### src/rtl/reg_select_pkg.sv
// Shared types, field geometry, opcode table and slot helpers for the register-select sequencer.
// The SKIP_R0_READ_EN option is applied in reg_select_sequencer; the helpers here are option-independent.
package reg_select_pkg;

  localparam int unsigned IR_W   = 32;
  localparam int unsigned OP_W   = 5;
  localparam int unsigned REG_W  = 4;
  localparam int unsigned OP_LSB = 27;
  localparam int unsigned RA_LSB = 23;
  localparam int unsigned RB_LSB = 19;
  localparam int unsigned RC_LSB = 15;

  localparam logic [OP_W-1:0] OP_LD   = 5'd0;
  localparam logic [OP_W-1:0] OP_LDI  = 5'd1;
  localparam logic [OP_W-1:0] OP_ST   = 5'd2;
  localparam logic [OP_W-1:0] OP_ADD  = 5'd3;
  localparam logic [OP_W-1:0] OP_ROL  = 5'd11;
  localparam logic [OP_W-1:0] OP_ADDI = 5'd12;
  localparam logic [OP_W-1:0] OP_NOT  = 5'd18;
  localparam logic [OP_W-1:0] OP_BR   = 5'd19;
  localparam logic [OP_W-1:0] OP_MFHI = 5'd22;

  typedef enum logic [1:0] {
    CLASS_R0 = 2'd0,
    CLASS_R1 = 2'd1,
    CLASS_R2 = 2'd2,
    CLASS_R3 = 2'd3
  } op_class_e;

  typedef enum logic [1:0] {
    ROLE_RA   = 2'b00,
    ROLE_RB   = 2'b01,
    ROLE_RC   = 2'b10,
    ROLE_NONE = 2'b11
  } role_e;

  typedef enum logic {
    ST_IDLE = 1'b0,
    ST_EMIT = 1'b1
  } seq_state_e;

  // Emission slots in output order; the emit mask uses the same bit positions.
  localparam logic [1:0] SLOT_RB   = 2'd0;
  localparam logic [1:0] SLOT_RC   = 2'd1;
  localparam logic [1:0] SLOT_RA   = 2'd2;
  localparam logic [1:0] SLOT_NONE = 2'd3;

  typedef struct packed {
    logic [REG_W-1:0] ra;
    logic [REG_W-1:0] rb;
    logic [REG_W-1:0] rc;
  } reg_fields_t;

  function automatic op_class_e opclass(input logic [OP_W-1:0] op);
    if (op <= OP_ST)        opclass = CLASS_R2;
    else if (op <= OP_ROL)  opclass = CLASS_R3;
    else if (op <= OP_NOT)  opclass = CLASS_R2;
    else if (op <= OP_MFHI) opclass = CLASS_R1;
    else                    opclass = CLASS_R0;
  endfunction

  function automatic logic [2:0] class_mask(input op_class_e cls);
    case (cls)
      CLASS_R3: class_mask = 3'b111;
      CLASS_R2: class_mask = 3'b101;
      CLASS_R1: class_mask = 3'b100;
      default:  class_mask = 3'b000;
    endcase
  endfunction

  function automatic logic [2:0] slots_after(input logic [1:0] slot);
    case (slot)
      SLOT_RB: slots_after = 3'b110;
      SLOT_RC: slots_after = 3'b100;
      default: slots_after = 3'b000;
    endcase
  endfunction

  // Lowest set slot of mask restricted to the eligible set, SLOT_NONE if empty.
  function automatic logic [1:0] next_slot(input logic [2:0] mask, input logic [2:0] eligible);
    next_slot = SLOT_NONE;
    for (int i = 2; i >= 0; i--) begin
      if (mask[i] && eligible[i]) next_slot = 2'(i);
    end
  endfunction

  function automatic role_e slot_role(input logic [1:0] slot);
    case (slot)
      SLOT_RB: slot_role = ROLE_RB;
      SLOT_RC: slot_role = ROLE_RC;
      SLOT_RA: slot_role = ROLE_RA;
      default: slot_role = ROLE_NONE;
    endcase
  endfunction

  function automatic logic [REG_W-1:0] slot_idx(input logic [1:0] slot, input reg_fields_t f);
    case (slot)
      SLOT_RB: slot_idx = f.rb;
      SLOT_RC: slot_idx = f.rc;
      default: slot_idx = f.ra;
    endcase
  endfunction

endpackage

### src/rtl/reg_select_sequencer_if.sv
// Instruction-in / register-index-out handshake bundle for the register-select sequencer.
interface reg_select_sequencer_if;

  logic [reg_select_pkg::IR_W-1:0]  ir_in;
  logic                             ir_valid;
  logic                             ir_ready;
  logic [reg_select_pkg::REG_W-1:0] sel_idx;
  logic [1:0]                       sel_role;
  logic                             sel_valid;
  logic                             sel_last;
  logic                             sel_ready;

  modport master (
    output ir_in, ir_valid, sel_ready,
    input  ir_ready, sel_idx, sel_role, sel_valid, sel_last
  );

  modport slave (
    input  ir_in, ir_valid, sel_ready,
    output ir_ready, sel_idx, sel_role, sel_valid, sel_last
  );

endinterface

### src/rtl/reg_field_extract.sv
// Combinational split of an instruction word into opcode, register fields and opcode class.
module reg_field_extract
  import reg_select_pkg::*;
(
  input  logic [IR_W-1:0] ir_i,
  output logic [OP_W-1:0] op_o,
  output reg_fields_t     fields_o,
  output op_class_e       class_o
);

  logic unused_low_bits;

  always_comb begin
    op_o        = ir_i[OP_LSB +: OP_W];
    fields_o.ra = ir_i[RA_LSB +: REG_W];
    fields_o.rb = ir_i[RB_LSB +: REG_W];
    fields_o.rc = ir_i[RC_LSB +: REG_W];
    class_o     = opclass(op_o);
  end

  assign unused_low_bits = ^ir_i[RC_LSB-1:0];

endmodule

### src/rtl/reg_select_sequencer.sv
// Accepts an instruction, then emits its Rb/Rc/Ra register indices one per handshake.
// Option SKIP_R0_READ_EN: read operands (Rb, Rc) equal to register 0 are not emitted.
module reg_select_sequencer
  import reg_select_pkg::*;
(
  input  logic                   clock,
  input  logic                   reset,
  reg_select_sequencer_if.slave  bus
);

  seq_state_e       state_q, state_d;
  reg_fields_t      fields_q, fields_d;
  logic [2:0]       mask_q, mask_d;
  logic [1:0]       step_q, step_d;
  logic             sel_valid_q, sel_valid_d;
  logic [REG_W-1:0] sel_idx_q, sel_idx_d;
  role_e            sel_role_q, sel_role_d;
  logic             sel_last_q, sel_last_d;
  logic             ir_ready_q, ir_ready_d;

  logic [OP_W-1:0]  unused_op;
  reg_fields_t      ext_fields;
  op_class_e        ext_class;
  logic [2:0]       acc_mask;
  logic [1:0]       acc_slot;
  logic [1:0]       nxt_slot;

  reg_field_extract u_extract (
    .ir_i     (bus.ir_in),
    .op_o     (unused_op),
    .fields_o (ext_fields),
    .class_o  (ext_class)
  );

  // State and output registers.
  always_ff @(posedge clock) begin
    if (reset) begin
      state_q     <= ST_IDLE;
      fields_q    <= '0;
      mask_q      <= '0;
      step_q      <= '0;
      sel_valid_q <= 1'b0;
      sel_idx_q   <= '0;
      sel_role_q  <= ROLE_RA;
      sel_last_q  <= 1'b0;
      ir_ready_q  <= 1'b1;
    end else begin
      state_q     <= state_d;
      fields_q    <= fields_d;
      mask_q      <= mask_d;
      step_q      <= step_d;
      sel_valid_q <= sel_valid_d;
      sel_idx_q   <= sel_idx_d;
      sel_role_q  <= sel_role_d;
      sel_last_q  <= sel_last_d;
      ir_ready_q  <= ir_ready_d;
    end
  end

  // Next-state and registered-output logic.
  always_comb begin
    state_d     = state_q;
    fields_d    = fields_q;
    mask_d      = mask_q;
    step_d      = step_q;
    sel_valid_d = sel_valid_q;
    sel_idx_d   = sel_idx_q;
    sel_role_d  = sel_role_q;
    sel_last_d  = sel_last_q;
    ir_ready_d  = ir_ready_q;

`ifdef SKIP_R0_READ_EN
    acc_mask = class_mask(ext_class) & ~{1'b0, ext_fields.rc == '0, ext_fields.rb == '0};
`else
    acc_mask = class_mask(ext_class);
`endif
    acc_slot = next_slot(acc_mask, 3'b111);
    nxt_slot = next_slot(mask_q, slots_after(step_q));

    case (state_q)
      ST_IDLE: begin
        // Class R0 accepts leave the sequencer idle and ready.
        if (bus.ir_valid && ir_ready_q) begin
          fields_d = ext_fields;
          if (acc_mask != 3'b000) begin
            state_d     = ST_EMIT;
            mask_d      = acc_mask;
            step_d      = acc_slot;
            sel_valid_d = 1'b1;
            sel_idx_d   = slot_idx(acc_slot, ext_fields);
            sel_role_d  = slot_role(acc_slot);
            sel_last_d  = (acc_mask & slots_after(acc_slot)) == 3'b000;
            ir_ready_d  = 1'b0;
          end
        end
      end
      ST_EMIT: begin
        if (sel_valid_q && bus.sel_ready) begin
          if (nxt_slot == SLOT_NONE) begin
            state_d     = ST_IDLE;
            sel_valid_d = 1'b0;
            sel_last_d  = 1'b0;
            ir_ready_d  = 1'b1;
          end else begin
            step_d      = nxt_slot;
            sel_valid_d = 1'b1;
            sel_idx_d   = slot_idx(nxt_slot, fields_q);
            sel_role_d  = slot_role(nxt_slot);
            sel_last_d  = (mask_q & slots_after(nxt_slot)) == 3'b000;
          end
        end
      end
      default: begin
        state_d = ST_IDLE;
      end
    endcase
  end

  assign bus.ir_ready  = ir_ready_q;
  assign bus.sel_valid = sel_valid_q;
  assign bus.sel_idx   = sel_idx_q;
  assign bus.sel_role  = sel_role_q;
  assign bus.sel_last  = sel_last_q;

endmodule

### src/flat_wrapper.sv
// flat-port wrapper written by rule: the top's interface ports become plain ports
module reg_select_sequencer_flat import reg_select_pkg::*;
  (clock, reset, bus_ir_in, bus_ir_valid, bus_sel_ready, bus_ir_ready, bus_sel_idx, bus_sel_role, bus_sel_valid, bus_sel_last);
  reg_select_sequencer_if bus_i ();
  input  logic clock;
  input  logic reset;
  input wire logic [$bits(bus_i.ir_in)-1:0] bus_ir_in;
  input wire logic [$bits(bus_i.ir_valid)-1:0] bus_ir_valid;
  input wire logic [$bits(bus_i.sel_ready)-1:0] bus_sel_ready;
  output wire logic [$bits(bus_i.ir_ready)-1:0] bus_ir_ready;
  output wire logic [$bits(bus_i.sel_idx)-1:0] bus_sel_idx;
  output wire logic [$bits(bus_i.sel_role)-1:0] bus_sel_role;
  output wire logic [$bits(bus_i.sel_valid)-1:0] bus_sel_valid;
  output wire logic [$bits(bus_i.sel_last)-1:0] bus_sel_last;
  assign bus_i.ir_in = bus_ir_in;
  assign bus_i.ir_valid = bus_ir_valid;
  assign bus_i.sel_ready = bus_sel_ready;
  assign bus_ir_ready = bus_i.ir_ready;
  assign bus_sel_idx = bus_i.sel_idx;
  assign bus_sel_role = bus_i.sel_role;
  assign bus_sel_valid = bus_i.sel_valid;
  assign bus_sel_last = bus_i.sel_last;
  reg_select_sequencer u_core (.clock(clock), .reset(reset), .bus(bus_i));
endmodule
### config.mk
export PLATFORM = sky130hd
export DESIGN_NAME = reg_select_sequencer_flat
export DESIGN_NICKNAME = d
export VERILOG_FILES = /design/src/rtl/reg_select_pkg.sv /design/src/rtl/reg_select_sequencer_if.sv /design/src/rtl/reg_field_extract.sv /design/src/rtl/reg_select_sequencer.sv /design/src/flat_wrapper.sv
export SDC_FILE = /design/constraint.sdc
export NUM_CORES = 1
export LEC_CHECK = 0
export ABC_AREA = 1
export CAP_MARGIN = 20
export CORE_MARGIN = 2
export CORE_UTILIZATION = 45
export DETAILED_ROUTE_END_ITERATION = 8
export PLACE_DENSITY = 0.83
export SLEW_MARGIN = 15
export SYNTH_ARGS = -nofsm -noshare
export SYNTH_HDL_FRONTEND = slang
export SYNTH_SLANG_ARGS = --single-unit
### constraint.sdc
create_clock -name clock -period 3.2 [get_ports clock]
set_clock_uncertainty 0.2 [all_clocks]
set_input_delay 0.48 -clock clock [delete_from_list [all_inputs] [get_ports clock]]
set_output_delay 0.48 -clock clock [all_outputs]
set_load 0.1 [all_outputs]
# Word level (Yosys, flattened, before mapping)
# Cells that the tools add are included.
op_classes:
  reduce_logical: 16
  mux: 58
  bitwise: 3
  order_cmp: 4
  n_eq_ne: 14
ops:
  columns: ["cell", "n"]
  rows:
  - ["two-way mux 2 bit", 15]
  - ["one-hot mux 4 bit (2 select lines)", 3]
  - ["two-way mux 1 bit", 18]
  - ["two-way mux 3 bit", 6]
  - ["one-hot mux 3 bit (2 select lines)", 3]
  - ["two-way mux 4 bit", 4]
  - ["one-hot mux 2 bit (3 select lines)", 2]
  - ["equality test 2 bit, second input constant", 5]
  - ["<= comparator 5 bit, second input constant", 2]
  - ["one-hot mux 3 bit (3 select lines)", 1]
  - ["equality test 2 x 1 -> 1 bit, second input constant", 4]
  - ["one-hot mux 1 bit (2 select lines)", 4]
  - ["one-hot mux 2 bit (2 select lines)", 2]
  - ["AND reduction 4 bit", 2]
  - ["bitwise AND 3 bit", 2]
  - ["zero test 2 bit", 3]
  - ["zero test 3 bit", 2]
  - ["inequality test 2 bit, second input constant", 3]
  - ["AND reduction 3 bit", 2]
  - ["<= comparator 5 x 2 -> 1 bit, second input constant", 1]
  - ["<= comparator 5 x 4 -> 1 bit, second input constant", 1]
  - ["logical AND 1 bit", 5]
  - ["inequality test 2 x 1 -> 1 bit, second input constant", 2]
  - ["nonzero test 3 bit", 1]
  - ["other kinds (2)", 2]
word_totals:
  output_inout_bits: 9
  inputBits: 36
  regBits: 27
  word_cells: 106

# Longest topological paths before layout
# Gate-level depths: netlist of run 1.
depth:
  ltp_word: 20
  ltp_mapped: 11
  mapped_depth_nobuf: 9

# Cells and area by module
# Synthesis of run 1 repeated with hierarchy kept, for this count alone.
unflattened:
  cells_unflattened: 189
  hier_area_um2: 1265.0
modules_own_cells:
  columns: ["module", "cells_per_inst", "seq_area_each_um2", "instances", "area_each_um2"]
  rows:
  - ["reg_select_sequencer", 159, 420.4, 1, 1086.0]
  - ["reg_field_extract", 30, 0.0, 1, 178.9]

# Worst setup path before layout of run 1
# OpenSTA, ideal clock, no wires.
synth_timing:
  path_type: "flip-flop to flip-flop"
  from: "register u_core.ir_ready_q, in the netlist u_core.bus.ir_ready"
  to: "register u_core.sel_idx_q[0], in the netlist u_core.bus.sel_idx[0]"
  t_arrival_ns: 1.824
  period_less_slack_ns: 2.136
  setup_slack_ns: 1.064
  n_path_buf: 1
  required_ns: 2.887
  stages_incl_launch_ff: 9
  setup_ns: 0.113
  path_cell_list: "dfxtp_1 nand2_1 nor2_4 nand2_4 nand2_4 nand2_4 buf_6 nor2_1 nor2_1"
synth_between:
  elab_chain_len: 3
synth_rtl:
  columns: ["item", "line", "text"]
  rows:
  - ["start, declared", "reg_select_sequencer.sv:19", "logic ir_ready_q, ir_ready_d;"]
  - ["start signal, assigned", "reg_select_sequencer.sv:56", "ir_ready_q <= ir_ready_d;"]
  - ["logical AND 1 bit", "reg_select_sequencer.sv:83", "if (bus.ir_valid && ir_ready_q) begin"]
  - ["inequality test 2 x 1 -> 1 bit (no source line)", null, null]
  - ["AND reduction 4 bit (no source line)", null, null]
  - ["end signal, assigned", "reg_select_sequencer.sv:53", "sel_idx_q <= sel_idx_d;"]
  - ["end, declared", "reg_select_sequencer.sv:16", "logic [REG_W-1:0] sel_idx_q, sel_idx_d;"]
# Every way passes these cells.
# A chain may end at the register's enable or synchronous reset.

# Worst setup path in the final report of run 1
layout_timing:
  from: "input port bus_ir_in[31]"
  to: "register u_core.sel_idx_q[0], in the netlist u_core.bus.sel_idx[0]"
layout_between:
  elab_chain_len: 15
  elab_cells_between_ends: 24
  cone_classes: "order compare: 4; eq/ne: 5; mux: 12; reduce/logical: 3"
layout_rtl:
  columns: ["item", "line", "text"]
  rows:
  - ["start, declared", "flat_wrapper.sv:7", "input wire logic [$bits(bus_i.ir_in)-1:0] bus_ir_in;"]
  - ["<= comparator 5 bit", "reg_select_pkg.sv:58", "else if (op <= OP_MFHI) opclass = CLASS_R1;"]
  - ["two-way mux 1 bit", "reg_select_pkg.sv:58", null]
  - ["two-way mux 2 bit", "reg_select_pkg.sv:57", "else if (op <= OP_NOT) opclass = CLASS_R2;"]
  - ["two-way mux 2 bit", "reg_select_pkg.sv:56", "else if (op <= OP_ROL) opclass = CLASS_R3;"]
  - ["two-way mux 2 bit (*)", "reg_select_pkg.sv:55", "if (op <= OP_ST) opclass = CLASS_R2;"]
  - ["equality test 2 x 1 -> 1 bit or equality test 2 bit (tied branches)", "reg_select_pkg.sv:63", "case (cls)"]
  - ["one-hot mux 3 bit (3 select lines) (*)", "reg_select_pkg.sv:63", null]
  - ["two-way mux 1 bit", "reg_select_pkg.sv:83", "if (mask[i] && eligible[i]) next_slot = 2'(i);"]
  - ["two-way mux 2 bit (2 in a row)", "reg_select_pkg.sv:83", null]
  - ["equality test 2 x 1 -> 1 bit or zero test 2 bit (tied branches)", "reg_select_pkg.sv:97", "case (slot)"]
  - ["one-hot mux 4 bit (2 select lines)", "reg_select_pkg.sv:97", null]
  - ["two-way mux 4 bit", "reg_select_sequencer.sv:85", "if (acc_mask != 3'b000) begin"]
  - ["two-way mux 4 bit", "reg_select_sequencer.sv:83", null]
  - ["one-hot mux 4 bit (2 select lines)", "reg_select_sequencer.sv:80", "case (state_q)"]
# Every way passes the cells marked *; elsewhere a longest branch is shown, timed or not. The select of a mux whose other input is x is not followed.

==> results of run 1 <==
-- metal layers --
layer / part of all wire, % / up-vias / global-route usage, %
met4: 1.5 / 0 / 7.50
met5: 0 / - / 0
met3: 5.7 / 5 / 4.17
met1: 42 / 475 / 21.0
met2: 51 / 35 / 31.9
li1: - / 571 / -
-- Yosys cell counts --
library cell | count | area share [%]
a21oi_1 | 15 | 6.7
a21oi_2 | 2 | 1.6
buf_2 | 1 | 0.44
buf_4 | 3 | 2.0
buf_6 | 2 | 2.0
dfxtp_1 | 21 | 37
inv_1 | 22 | 7.3
inv_2 | 1 | 0.33
inv_4 | 1 | 0.56
nand2_1 | 42 | 14
nand2_2 | 3 | 1.7
nand2_4 | 5 | 5.0
nand3_1 | 13 | 5.8
nand3b_1 | 1 | 0.67
nor2_1 | 16 | 5.3
nor2_2 | 2 | 1.1
nor2_4 | 2 | 2.0
o21ai_0 | 14 | 6.2
-- state kept, by name (all words and copies together) (netlist names) --
name	count
u_core.bus.ir_ready	1
u_core.bus.sel_idx	4
u_core.bus.sel_last	1
u_core.bus.sel_role	1
u_core.bus.sel_valid	1
u_core.fields_q	8
u_core.mask_q	2
u_core.state_q	1
u_core.step_q	2
-- stage by stage --
step | setup slack [ps] | power, mW | hold WS, ps | util (%)
3_5_place_dp | 1030 | 0.614 | 249 | 56.8
3_3_place_gp | 1060 | 0.608 | 241 | 56.8
5_1_grt | 1180 | 0.784 | 288 | 57.9
4_1_cts | 1370 | 0.745 | 266 | 57.9
6_report | 1370 | 0.739 | 261 | 57.9
2_1_floorplan | 1060 | 0.551 | 224 | -
-- cells by family after synthesis --
family / count (synthesis) / synth area share (%)
buffers and inverters: 30 / 12.7
flip-flops: 21 / 37.3
AND/OR/NAND/NOR: 84 / 35.6
AO/OA/AOI/OAI: 31 / 14.4
-- critical path: stages --
cell,delay [ps]
clkdlybuf4s50_1,640
inv_2,60
nor2_2,110
nand2_2,70
nand2_4,90
nand2_4,80
nand2_4,150
nand2_1,70
nand2_1,60
nor2_1,40
-- path summary, 6_finish.rpt --
kind                            to  slack (ps)  cells after the start          startpoint
max          u_core.bus.sel_idx[0]        1370                     10       bus_ir_in[31]
min             u_core.fields_q[1]         260                      2  u_core.fields_q[1]
max reg2reg  u_core.bus.sel_idx[0]        1560                      7      u_core.state_q
min reg2reg     u_core.fields_q[1]         260                      2  u_core.fields_q[1]
-- area by class of cell --
class	count	area [um2]
inverter	24	92.6
sequential	21	420
multi-input combinational	115	563
tap	30	37.5
timing repair buffer	29	268
clock buffer	4	26.3
fill	237	1020
-- layout by cell type, fill, tap and decap left out, drive strengths merged --
cell type and count:
nand3 13, nor2 20, clkdlybuf4s50 20, o21ai 14
buf 9, inv 24, dfxtp 21, a21oi 17
nand2 50, nand3b 1, clkbuf 4
-- power breakdown --
part | internal, mW | switching [mW] | total, mW
clock | 0.0487 | 0.0839 | 0.133
sequential | 0.293 | 0.0226 | 0.316
combinational | 0.0867 | 0.204 | 0.291
total | 0.428 | 0.311 | 0.739
==> impl_metrics.xml, run 1 <==
<?xml version="1.0" encoding="UTF-8"?>
<metrics>
  <group name="worst_hold_path">
    <metric name="hold_path.class" unit="">register to register</metric>
  </group>
  <group name="setup_path">
    <metric name="peak_fanout_along_the_critical_path" unit="">13</metric>
    <metric name="critPathArrivalTime" unit="ps">1840</metric>
    <metric name="timing.critical_path.to_type" unit="">register</metric>
    <metric name="cp.required" unit="ps">3210</metric>
    <metric name="critical_path_class" unit="">primary input to register</metric>
    <metric name="critical_path.startpoint_type" unit="">primary input</metric>
  </group>
  <group name="floorplan">
    <metric name="core_region_area" unit="um2">2430</metric>
    <metric name="initial_utilization" unit="%">46.3</metric>
    <metric name="die_area" unit="um2">2920</metric>
    <metric name="fp.dieW" unit="um">54.0</metric>
    <metric name="fp-row-count" unit="">18</metric>
    <metric name="i_o_pin_total" unit="">45</metric>
    <metric name="dieHeight" unit="um">54.0</metric>
  </group>
  <group name="cells_and_area">
    <metric name="antenna_cells_inserted" unit="">0</metric>
    <metric name="finish.net_count" unit="">230</metric>
    <metric name="finalNonFillerCells" unit="">223</metric>
    <metric name="drive_above_1_share" unit="%">14.5</metric>
    <metric name="synthToLayoutAreaGrowth" unit="%">25.0</metric>
    <metric name="postLayoutCellArea" unit="um2">1410</metric>
  </group>
  <group name="drt">
    <metric name="route.vias.total" unit="">1086</metric>
    <metric name="drt_iter0_drc" unit="">26</metric>
    <metric name="detail_route.drc_violations" unit="">0</metric>
    <metric name="drt_pass1_iterations" unit="">4</metric>
    <metric name="routed_wl" unit="um">2340</metric>
    <metric name="route.detailed.wl_per_inst" unit="um">10.5</metric>
    <metric name="antenna_violating_nets_post_route" unit="">0</metric>
    <metric name="detail_route.vias_per_cell" unit="">4.87</metric>
  </group>
  <group name="placed_design">
    <metric name="globalplace.congestion" unit="">0.782</metric>
    <metric name="numPlacedInstances" unit="">219</metric>
    <metric name="detailed_place_hpwl" unit="um">1790</metric>
    <metric name="place.port_buffers" unit="">29</metric>
    <metric name="placedInstanceArea" unit="um2">1380</metric>
  </group>
  <group name="clocking">
    <metric name="ctsLongestPathBuffers" unit="">2</metric>
    <metric name="clock_tree.htree_level_count" unit="">1</metric>
    <metric name="post-cts-setup-buffers" unit="">0</metric>
    <metric name="number_of_cells_upsized_or_downsized_after_cts" unit="">0</metric>
    <metric name="root_buffer_master" unit="">clkbuf_4</metric>
    <metric name="clock-sinks" unit="">21</metric>
    <metric name="cts-buffers-inserted" unit="">3</metric>
    <metric name="tritoncts" unit="">yes</metric>
    <metric name="clkLatencyLatePin" unit="ps">310</metric>
    <metric name="clkTransAtPathRegs" unit="ps">110</metric>
    <metric name="cts_hold_buffers" unit="">0</metric>
  </group>
  <group name="synth">
    <metric name="synth-warning-count" unit="">0</metric>
    <metric name="postSynthNetCount" unit="">202</metric>
    <metric name="seq_area_frac_synth" unit="%">37.3</metric>
    <metric name="synthesis.area_per_instance" unit="um2">6.78</metric>
    <metric name="yosysUniqueCellTypes" unit="">18</metric>
    <metric name="ys_ff_latch" unit="">21</metric>
    <metric name="synth.cell_area" unit="um2">1130</metric>
    <metric name="syn-instance-count" unit="">166</metric>
  </group>
  <group name="global_route">
    <metric name="initial_antenna_violation_count" unit="">0</metric>
    <metric name="grt_start_max_net_pins" unit="">16</metric>
    <metric name="first_global_vias" unit="">946</metric>
    <metric name="grt_util_all_layers" unit="%">18.2</metric>
    <metric name="total_gr_overflow" unit="">0</metric>
    <metric name="grt_first_pass_wirelength" unit="um">3840</metric>
  </group>
  <group name="job">
    <metric name="maxCapViolations" unit="">0</metric>
  </group>
  <group name="timing">
    <metric name="post_route_setup_tns" unit="ps">0</metric>
    <metric name="fmax" unit="MHz">548</metric>
    <metric name="min_period_over_period" unit="%">57.1</metric>
    <metric name="report.final.slew_viol_count" unit="">0</metric>
    <metric name="setup_viol" unit="">0</metric>
    <metric name="finalWorstPathRequiredPeriod" unit="ps">1830</metric>
    <metric name="max-slew-margin-rel" unit="%">66.1</metric>
    <metric name="slew_at_the_pin_with_the_worst_max_slew_slack" unit="ps">508</metric>
    <metric name="hold_fails_final_rpt" unit="">0</metric>
    <metric name="rsz_0062_raised_after_global_routing" unit="">false</metric>
  </group>
  <group name="pwr">
    <metric name="lkg_pwr" unit="nW">0.666</metric>
    <metric name="power_density_relative_to_cell_area" unit="nW/um2">525</metric>
    <metric name="worst_vdd_rail_ir_drop" unit="mV">0.281</metric>
  </group>
  <group name="status">
    <metric name="outcome" unit="">completed</metric>
  </group>
</metrics>
(Power assumes the default switching activity.)
==> inputs of run 2 (changes only) <==
- CORE_UTILIZATION: 45 -> 42
- PLACE_DENSITY: 0.83 -> 0.78
- clock period: 3.2 -> 1.8 ns (I/O delays scaled with it)
==> impl_metrics.xml, run 2 (synthesis gave the netlist of run 1 again) <==
<?xml version="1.0" encoding="UTF-8"?>
<metrics>
  <group name="clocking">
    <metric name="number_of_cells_upsized_or_downsized_after_cts" unit="">0</metric>
    <metric name="clkLatencyLatePin" unit="ps">320</metric>
    <metric name="tritoncts" unit="">yes</metric>
    <metric name="ctsLongestPathBuffers" unit="">2</metric>
    <metric name="clock-sinks" unit="">21</metric>
    <metric name="clock_tree.htree_level_count" unit="">1</metric>
    <metric name="cts_hold_buffers" unit="">0</metric>
    <metric name="post-cts-setup-buffers" unit="">0</metric>
    <metric name="clkTransAtPathRegs" unit="ps">130</metric>
    <metric name="cts-buffers-inserted" unit="">3</metric>
    <metric name="root_buffer_master" unit="">clkbuf_4</metric>
  </group>
  <group name="global_route">
    <metric name="total_gr_overflow" unit="">0</metric>
    <metric name="initial_antenna_violation_count" unit="">0</metric>
    <metric name="grt_util_all_layers" unit="%">17.8</metric>
    <metric name="grt_start_max_net_pins" unit="">16</metric>
    <metric name="first_global_vias" unit="">1102</metric>
    <metric name="grt_first_pass_wirelength" unit="um">4460</metric>
    <metric name="grt_use_met3" unit="%">6.05</metric>
    <metric name="global_route.usage.met2" unit="%">32.1</metric>
    <metric name="globalRouteMet1Util" unit="%">19.1</metric>
    <metric name="grt_busiest_layer" unit="">met2</metric>
  </group>
  <group name="cells_and_area">
    <metric name="register_ranked_first_by_flip_flop_count" unit="">u_core.fields_q</metric>
    <metric name="largest_register_ffs" unit="">8</metric>
    <metric name="drive_above_1_share" unit="%">18.6</metric>
    <metric name="mostFrequentLayoutCells" unit="">nand2_1, inv_1, clkdlybuf4s50_1, dfxtp_1, nor2_1</metric>
    <metric name="multi_input_comb_area" unit="um2">563</metric>
    <metric name="finish.net_count" unit="">236</metric>
    <metric name="synthToLayoutAreaGrowth" unit="%">39.6</metric>
    <metric name="fillerInstances" unit="">237</metric>
    <metric name="finalNonFillerCells" unit="">229</metric>
    <metric name="antenna_cells_inserted" unit="">0</metric>
    <metric name="seqCellArea" unit="um2">423</metric>
    <metric name="final_common_cell" unit="">nand2_1</metric>
  </group>
  <group name="drt">
    <metric name="drt_iter0_drc" unit="">24</metric>
    <metric name="detail_route.vias_per_cell" unit="">4.88</metric>
    <metric name="route.vias.total" unit="">1117</metric>
    <metric name="detail_route.drc_violations" unit="">0</metric>
    <metric name="routed_wl" unit="um">2550</metric>
    <metric name="drt_pass1_iterations" unit="">6</metric>
    <metric name="route.detailed.wl_per_inst" unit="um">11.1</metric>
    <metric name="antenna_violating_nets_post_route" unit="">0</metric>
  </group>
  <group name="placed_design">
    <metric name="pre_cts_ws" unit="ps">-0.913</metric>
    <metric name="globalplace.congestion" unit="">0.785</metric>
    <metric name="place.port_buffers" unit="">29</metric>
    <metric name="detailed_place_hpwl" unit="um">1990</metric>
    <metric name="numPlacedInstances" unit="">225</metric>
  </group>
  <group name="timing">
    <metric name="max-slew-margin-rel" unit="%">71.7</metric>
    <metric name="fmax" unit="MHz">670</metric>
    <metric name="hold_fails_final_rpt" unit="">0</metric>
    <metric name="slew_at_the_pin_with_the_worst_max_slew_slack" unit="ps">424</metric>
    <metric name="finalWorstPathRequiredPeriod" unit="ps">1490</metric>
    <metric name="report.final.slew_viol_count" unit="">0</metric>
    <metric name="rsz_0062_raised_after_global_routing" unit="">false</metric>
    <metric name="setup_viol" unit="">0</metric>
    <metric name="min_period_over_period" unit="%">82.9</metric>
    <metric name="timing.final.ws_setup" unit="ps">307</metric>
  </group>
  <group name="floorplan">
    <metric name="die_area" unit="um2">3110</metric>
    <metric name="initial_utilization" unit="%">45.0</metric>
    <metric name="fp.dieW" unit="um">55.8</metric>
    <metric name="dieHeight" unit="um">55.8</metric>
    <metric name="i_o_pin_total" unit="">45</metric>
    <metric name="fp-row-count" unit="">18</metric>
    <metric name="core_region_area" unit="um2">2500</metric>
  </group>
  <group name="pwr">
    <metric name="worst_vdd_rail_ir_drop" unit="mV">0.663</metric>
    <metric name="lkg_pwr" unit="nW">0.725</metric>
    <metric name="power_density_relative_to_cell_area" unit="nW/um2">911</metric>
  </group>
  <group name="setup_path">
    <metric name="timing.critical_path.from" unit="">u_core.step_q[0]</metric>
    <metric name="critical_path.startpoint_type" unit="">register</metric>
    <metric name="peak_fanout_along_the_critical_path" unit="">13</metric>
    <metric name="r2r_start" unit="">u_core.step_q[0]</metric>
    <metric name="critical_path_class" unit="">register to register</metric>
    <metric name="critPathArrivalTime" unit="ps">1520</metric>
    <metric name="cp.required" unit="ps">1830</metric>
    <metric name="timing.critical_path.to_type" unit="">register</metric>
  </group>
  <group name="job">
    <metric name="maxCapViolations" unit="">0</metric>
  </group>
  <group name="status">
    <metric name="outcome" unit="">completed</metric>
  </group>
  <group name="worst_hold_path">
    <metric name="hold_path.startpoint" unit="">u_core.fields_q[0]</metric>
    <metric name="hold_path.class" unit="">register to register</metric>
  </group>
</metrics>
-- run 2: changes by cell type in the layout (fill, tap and decap cells not counted) --
| cell | before | now |
|---|---|---|
| clkinvlp_4 | 0 | 1 |
| buf_12 | 0 | 9 |
| dfxtp_1 | 21 | 19 |
| buf_4 | 9 | 6 |
| clkbuf_1 | 1 | 0 |
| dfxtp_2 | 0 | 2 |
-- run 2: final cells by class --
type	instances	share of cell area [%]
clock buffers	3	1.43
clock inverters	1	0.478
inverters	24	5.89
multi-input cells	115	35.8
flip-flops and latches	21	26.9
well taps	30	2.39
repair buffers	35	27.1
-- run 2: worst max-delay path, cell delays in order (launching register included) --
cell and delay (ps):
dfxtp_1 450, nor2_2 70, nand2_4 130, inv_4 50, nor2_4 120, nand2_4 70
nand2_4 150, nand2_1 70, nand2_1 60, nor2_1 40
-- run 2: metrics by stage --
step | power, mW | cell area (um2) | hold slack (ps) | setup TNS, ps | utilization (%)
6_report | 1.43 | 1570 | 263 | 0 | 62.9
5_1_grt | 1.51 | 1570 | 284 | 0 | 62.9
4_1_cts | 1.44 | 1570 | 266 | 0 | 62.9
3_5_place_dp | 1.19 | 1540 | 248 | -0.913 | 61.7
3_3_place_gp | 1.18 | 1540 | 238 | 0 | 61.7
2_1_floorplan | 0.981 | 1130 | 132 | 0 | -
-- run 2: power by group --
part / internal (mW) / switching, mW / leakage (nW)
Combinational: 0.233 / 0.377 / 0.538
Clock: 0.0852 / 0.165 / 0.0139
Sequential: 0.523 / 0.0496 / 0.173
Total: 0.841 / 0.591 / 0.725
-- run 2: final timing paths --
| path | endpoint | slack (ps) | cells past startpoint |
|---|---|---|---|
| worst min-delay path | u_core.fields_q[0] | 260 | 2 |
| worst max register to register | u_core.step_q[0] | 310 | 9 |
| worst max-delay path | u_core.step_q[0] | 310 | 9 |
| worst min register to register | u_core.fields_q[0] | 260 | 2 |
-- run 2: metal layers --
layer  wire [um]  vias to the layer above
met5           0                        -
met4          45                        0
met3         146                        6
met2        1250                       30
met1        1110                      499
li1            -                      582
